===== config.mk =====
export PLATFORM = sky130hd
export DESIGN_NAME = controller_hub
export DESIGN_NICKNAME = d
export VERILOG_FILES = /design/src/rtl/controller_hub.sv
export SDC_FILE = /design/constraint.sdc
export NUM_CORES = 1
export LEC_CHECK = 0
export CORE_UTILIZATION = 34
export DETAILED_ROUTE_END_ITERATION = 7
export GPL_TIMING_DRIVEN = 0
export SLEW_MARGIN = 10
export SYNTH_ARGS = -nofsm -noshare
export SYNTH_HDL_FRONTEND = slang
export SYNTH_SLANG_ARGS = --single-unit

===== constraint.sdc =====
create_clock -name cpu_clk -period 4 [get_ports cpu_clk]
set_input_delay 0.4 -clock cpu_clk [delete_from_list [all_inputs] [get_ports cpu_clk]]
set_output_delay 0.4 -clock cpu_clk [all_outputs]
set_load 0.02 [all_outputs]

===== src/rtl/controller_hub.sv =====
// controller_hub
//
// Polls NUM_CONTROLLERS serial shift-register game controllers in parallel
// and presents two CPU-readable registers per controller:
//   held    - button state captured by the most recent completed fetch
//   pressed - sticky record of buttons that went down since the last
//             pressed-read (cleared by a strobed read of that register)
// A fetch is launched by a one-cycle start_fetch pulse (typically once per
// frame). The controller shift clock is derived internally from cpu_clk.
//
// Ports
//   cpu_clk              sole clock, rising edge
//   rst                  asynchronous reset, active low
//   start_fetch          one-cycle fetch request (ignored while busy)
//   reg_select           CPU access to this block decoded this cycle
//   read_strobe          qualifies the access as a read (clear-on-read)
//   reg_address          bit0: 0=held, 1=pressed; upper bits: controller index
//   data_out             combinational read data, 0 when not selected or
//                        when the index is out of range
//   controller_clk       shift clock to controllers (idles high)
//   controller_latch     parallel-load strobe to controllers
//   controller_data_in_B serial data per controller, active low
//   busy                 fetch in progress
//   fetch_done           one-cycle pulse while new values are committed
//
// state    | meaning
// ---------+--------------------------------------------------------------
// S_IDLE   | waiting for start_fetch; clk high, latch low
// S_LATCH  | latch high for one full bit period (2*CLK_DIV cycles)
// S_SHIFT  | NUM_BUTTONS bit periods: clk low CLK_DIV, high CLK_DIV;
//          | all channels sampled on the last cycle of each low phase
// S_COMMIT | one cycle: shift data moves into held/pressed, fetch_done high

module controller_hub #(
    parameter int NUM_CONTROLLERS = 4,
    parameter int NUM_BUTTONS     = 8,
    parameter int CLK_DIV         = 6
) (
    input  logic                              cpu_clk,
    input  logic                              rst,
    input  logic                              start_fetch,
    input  logic                              reg_select,
    input  logic                              read_strobe,
    input  logic [$clog2(NUM_CONTROLLERS):0]  reg_address,
    output logic [NUM_BUTTONS-1:0]            data_out,
    output logic                              controller_clk,
    output logic                              controller_latch,
    input  logic [NUM_CONTROLLERS-1:0]        controller_data_in_B,
    output logic                              busy,
    output logic                              fetch_done
);

    localparam int PERIOD = 2 * CLK_DIV;
    localparam int DW     = $clog2(PERIOD);
    localparam int BW     = $clog2(NUM_BUTTONS + 1);
    localparam int IW     = (NUM_CONTROLLERS > 1) ? $clog2(NUM_CONTROLLERS) : 1;

    localparam logic [DW-1:0] DIV_SAMPLE = DW'(CLK_DIV - 1);
    localparam logic [DW-1:0] DIV_LAST   = DW'(PERIOD - 1);
    localparam logic [BW-1:0] BIT_LAST   = BW'(NUM_BUTTONS - 1);

    typedef enum logic [1:0] {
        S_IDLE   = 2'd0,
        S_LATCH  = 2'd1,
        S_SHIFT  = 2'd2,
        S_COMMIT = 2'd3
    } state_t;

    state_t                 state;
    logic [DW-1:0]          div_cnt;
    logic [BW-1:0]          bit_idx;
    logic [NUM_BUTTONS-1:0] shift_reg   [NUM_CONTROLLERS];
    logic [NUM_BUTTONS-1:0] held_reg    [NUM_CONTROLLERS];
    logic [NUM_BUTTONS-1:0] pressed_reg [NUM_CONTROLLERS];
    logic [NUM_BUTTONS-1:0] shift_in    [NUM_CONTROLLERS];
    logic [NUM_CONTROLLERS-1:0] clr_vec;
    logic [IW-1:0]          index;

    // Controller index from the upper address bits; a single-controller
    // build has no index bits and always addresses controller 0.
    generate
        if (NUM_CONTROLLERS > 1) begin : g_index
            assign index = reg_address[IW:1];
        end else begin : g_index_single
            assign index = 1'b0;
        end
    endgenerate

    // Next shift value per channel; the line is active low, so invert to
    // store 1 = button down. Written as shift-then-insert so that a
    // one-button build needs no special case.
    always_comb begin
        for (int c = 0; c < NUM_CONTROLLERS; c++) begin
            shift_in[c]    = shift_reg[c] << 1;
            shift_in[c][0] = ~controller_data_in_B[c];
        end
    end

    // Clear request for a strobed read of a valid pressed register. An
    // out-of-range index matches no channel and therefore clears nothing.
    always_comb begin
        clr_vec = '0;
        for (int c = 0; c < NUM_CONTROLLERS; c++) begin
            if (reg_select && read_strobe && reg_address[0] && (index == IW'(c)))
                clr_vec[c] = 1'b1;
        end
    end

    // Read mux; an index with no matching channel leaves data_out at 0.
    always_comb begin
        data_out = '0;
        for (int c = 0; c < NUM_CONTROLLERS; c++) begin
            if (reg_select && (index == IW'(c)))
                data_out = reg_address[0] ? pressed_reg[c] : held_reg[c];
        end
    end

    always_ff @(posedge cpu_clk or negedge rst) begin
        if (!rst) begin
            state            <= S_IDLE;
            div_cnt          <= '0;
            bit_idx          <= '0;
            controller_clk   <= 1'b1;
            controller_latch <= 1'b0;
            busy             <= 1'b0;
            fetch_done       <= 1'b0;
            for (int c = 0; c < NUM_CONTROLLERS; c++) begin
                shift_reg[c]   <= '0;
                held_reg[c]    <= '0;
                pressed_reg[c] <= '0;
            end
        end else begin
            fetch_done <= 1'b0;

            // Clear-on-read applies in any state; the COMMIT branch below
            // overrides this with the merged clear-plus-new-edges value.
            for (int c = 0; c < NUM_CONTROLLERS; c++) begin
                if (clr_vec[c])
                    pressed_reg[c] <= '0;
            end

            case (state)
                S_IDLE: begin
                    controller_clk   <= 1'b1;
                    controller_latch <= 1'b0;
                    if (start_fetch) begin
                        state            <= S_LATCH;
                        div_cnt          <= '0;
                        bit_idx          <= '0;
                        controller_latch <= 1'b1;
                        busy             <= 1'b1;
                    end
                end

                S_LATCH: begin
                    if (div_cnt == DIV_LAST) begin
                        state            <= S_SHIFT;
                        div_cnt          <= '0;
                        controller_latch <= 1'b0;
                        controller_clk   <= 1'b0;
                    end else begin
                        div_cnt <= div_cnt + 1'b1;
                    end
                end

                S_SHIFT: begin
                    // Sample just before the rising edge, when the
                    // controllers have held the current bit for the whole
                    // low phase.
                    if (div_cnt == DIV_SAMPLE) begin
                        for (int c = 0; c < NUM_CONTROLLERS; c++)
                            shift_reg[c] <= shift_in[c];
                        controller_clk <= 1'b1;
                    end
                    if (div_cnt == DIV_LAST) begin
                        div_cnt <= '0;
                        if (bit_idx == BIT_LAST) begin
                            state      <= S_COMMIT;
                            fetch_done <= 1'b1;
                        end else begin
                            bit_idx        <= bit_idx + 1'b1;
                            controller_clk <= 1'b0;
                        end
                    end else begin
                        div_cnt <= div_cnt + 1'b1;
                    end
                end

                S_COMMIT: begin
                    // A read clearing this cycle removes only the older
                    // sticky bits; edges found by this fetch survive.
                    for (int c = 0; c < NUM_CONTROLLERS; c++) begin
                        held_reg[c]    <= shift_reg[c];
                        pressed_reg[c] <= (pressed_reg[c] & ~{NUM_BUTTONS{clr_vec[c]}})
                                        | (shift_reg[c] & ~held_reg[c]);
                    end
                    state <= S_IDLE;
                    busy  <= 1'b0;
                end

                default: begin
                    state <= S_IDLE;
                end
            endcase
        end
    end

endmodule


==> metrics.txt, run 1 <==
status=finished, violations left; failing checks=DRC; final setup margin=940 ps; clock root buffer=clkbuf_16; CP arrival=2660 ps; hold_sp=held_reg[4]; ANT nets after route=0; initial antenna violation count=0; Worst Setup SP=reg_address[0]; Comb pwr share=6.8%; number of global-route vias before repair=3621; final core utilization=40.6%; Die X=126 um; power per cell area=364 nW/um^2; dpl cell area=5670 um^2; Worst-Margin Slew=596 ps; Synthesized Nets=487; Worst Setup Start Kind=input port; WP data required=3600 ps; Placement Rows=44; FF+latch area=2750 um^2; RePlAce Congestion=0.825; Setup-failing EPs final=0; layout cells sized above 1=14.8%; vias post-DR=3569; # clock sinks=110; worst hold slack=450 ps; skew final=9.59 ps; Antenna Cells=0; fin. max-slew vios=0; Primary FF master, synth=dfrtp_1; fmax=327 MHz; Worst path top cell family by delay=buffers and inverters; cell area after layout=5960 um^2; crit path cell chain=clkdlybuf4s50_1, buf_6, buf_6, mux2i_1, o22ai_1, a32o_1, clkdlybuf4s50_1; DRT Pass-1 Iters=6; worst setup path class=in2out; Yosys top cell by area=dfrtp_1; fin nets=522; DP Worst Slack=956 ps; Port Buf Inserts=22; worst skew pair latency=350 ps; core footprint=14700 um^2; part of the power in registers=53.9%; post-CTS sizing=0; Yosys top cell area share=52.5%; RSZ-0062 raised after global routing=false; async set-or-reset flop fraction in the synthesized netlist=100%; IO Pins=24; Seq/Total Area, Yosys=53.0%; Int Pwr=1.64 mW; fin crit period=3060 ps; Die ar.=15800 um^2; Max-slew headroom=60.3%; total power=2.17 mW; grt ovf=0; Hold Path Class=reg2reg; Synth area leaders=dfrtp_1 53%, mux2_4 6.6%, o21ai_0 6.2%; Post-synth EDFFs=0; critical path endpoint category=primary output; H-tree levels=3; Layout area overhead=14.8%; CTS Buf Count=9; yosys warns=0; Worst-path clk slew=80 ps; global-route wire length before repair=19.1 mm; Distinct cells, synth=47; Reg2Reg Depth=6; Mapped Cells=467; Finished Layout Cells=691; initial DRC count=225; slowest stage cell on the critical path=clkdlybuf4s50_1; R2R Path Start=state[0]; Fillers=1390; Switching Fraction=24.3%; cell area after synthesis=5190 um^2; total of max-cap violations=0; CTS max path bufs=2; synthesized flop and latch total=110; die height=126 um; DR WL/cell=16.3 um; final hold violation count=0; Initial Util=35.3%; CTS tree=done; Cell Count Post-Placement=674; slowest stage delay, CP=570 ps; WP depth=7; sw power=0.527 mW; multi-input combinational cell area=2110 um^2; All-Layer GR Usage=15.5%; HPWL Detailed=7.81 mm; post-route setup TNS=0 ps; Leakage=2.70 nW; share of the cycle needed by the critical path after routing=76.5%; Hold Path Cell Cnt=1; Worst VDD drop=0.000168 V; final routed DRC violation total=5; drt via density=5.16; largest net degree at the start of global routing=76; Mean Syn Cell Area=11.1 um^2; share of power burned in the clock network=39.3%; DRT Wirelength=11.3 mm; Critical path buffers and inverters=4; crit path max fanout=10
==> metal layers <==
metal / part of all wire, % / wire length [um] / global-route usage (%)
met2: 46 / 5210 / 24.0
met4: 0.47 / 53 / 3.66
met1: 49 / 5490 / 21.4
met3: 4.5 / 502 / 4.41
met5: 0 / 0 / 0
==> layout make-up <==
cell class,count,area share (%)
Sequential cell,110,46.2
Multi-Input combinational cell,291,35.4
Timing Repair Buffer,24,4.34
Tap cell,184,3.86
Clock buffer,9,3.78
Buffer,28,3.15
Inverter,38,2.39
Clock inverter,7,0.944
==> timing repair <==
action | in CTS | in global routing
hold buffers | 1 | 0
setup buffers | 0 | 0
endpoints found under the hold margin | 35 | 0
==> synthesized netlist by cell type, types with 2 or more instances <==
master / number
o31ai_1: 2
buf_6: 4
buf_4: 3
nand3_1: 3
buf_12: 2
mux2_2: 6
o22ai_1: 10
a32o_1: 23
a21oi_1: 3
a211oi_1: 7
and3_1: 3
ha_1: 8
inv_1: 38
o21ai_1: 3
nor2_1: 8
buf_2: 7
nand2_1: 63
mux2i_1: 19
o2bb2ai_1: 9
nand3_2: 3
nand2b_1: 6
dfrtp_1: 109
clkbuf_1: 11
o21ai_0: 64
nor2b_1: 9
mux2_4: 23
==> final timing paths <==
kind                                   to  slack [ps]
min reg2reg                pressed_reg[4]         450
max in group asynchronous  controller_clk        2760
min                        pressed_reg[4]         450
max                           data_out[3]         940
max reg2reg                    bit_idx[2]        2220
min in group asynchronous     held_reg[2]         520
==> kinds of logic after synthesis <==
kind of cell,Yosys count,synth area share [%]
mux,48,11.6
simple gates,108,10.4
flops,110,53.0
compound gates,127,16.7
buf+inv,66,6.36
fa+ha+maj,8,1.93
==> power groups by stage <==
stage / combinational [mW] / sequential, mW / clock, mW
3_5_place_dp: 0.149 / 1.19 / 0
6_report: 0.147 / 1.17 / 0.853
3_3_place_gp: 0.142 / 1.19 / 0
4_1_cts: 0.150 / 1.17 / 0.882
5_1_grt: 0.164 / 1.17 / 0.928
2_1_floorplan: 0.0813 / 1.18 / 0
==> cells in the final DEF, fill, tap and decap left out, drive strengths merged, types with 19 or more instances in the layout <==
master / Yosys / final
mux2i: 19 / 19
a32o: 23 / 23
o21ai: 67 / 67
clkbuf: 11 / 20
mux2: 29 / 29
buf: 17 / 19
dfrtp: 109 / 109
clkdlybuf4s50: 0 / 21
inv: 38 / 41
nand2: 64 / 64
Note: power is estimated with default switching activity, not from simulation.
==> run 2, diff against run 1 <==
clock period = 3.09 ns   (was 4 ns; I/O delays follow)
==> results of run 2 <==
The final DEF is identical to that of run 1. Status: finished, violations left: DRC.
Main changes from that run: setup slack after placement 956 ps -> 228 ps; setup slack after layout 940 ps -> 212 ps; hold slack 450 ps -> 428 ps; register-to-register setup slack 2220 ps -> 1310 ps; total power 2.17 mW -> 2.81 mW; worst IR drop on VDD 0.000168 V -> 0.000218 V
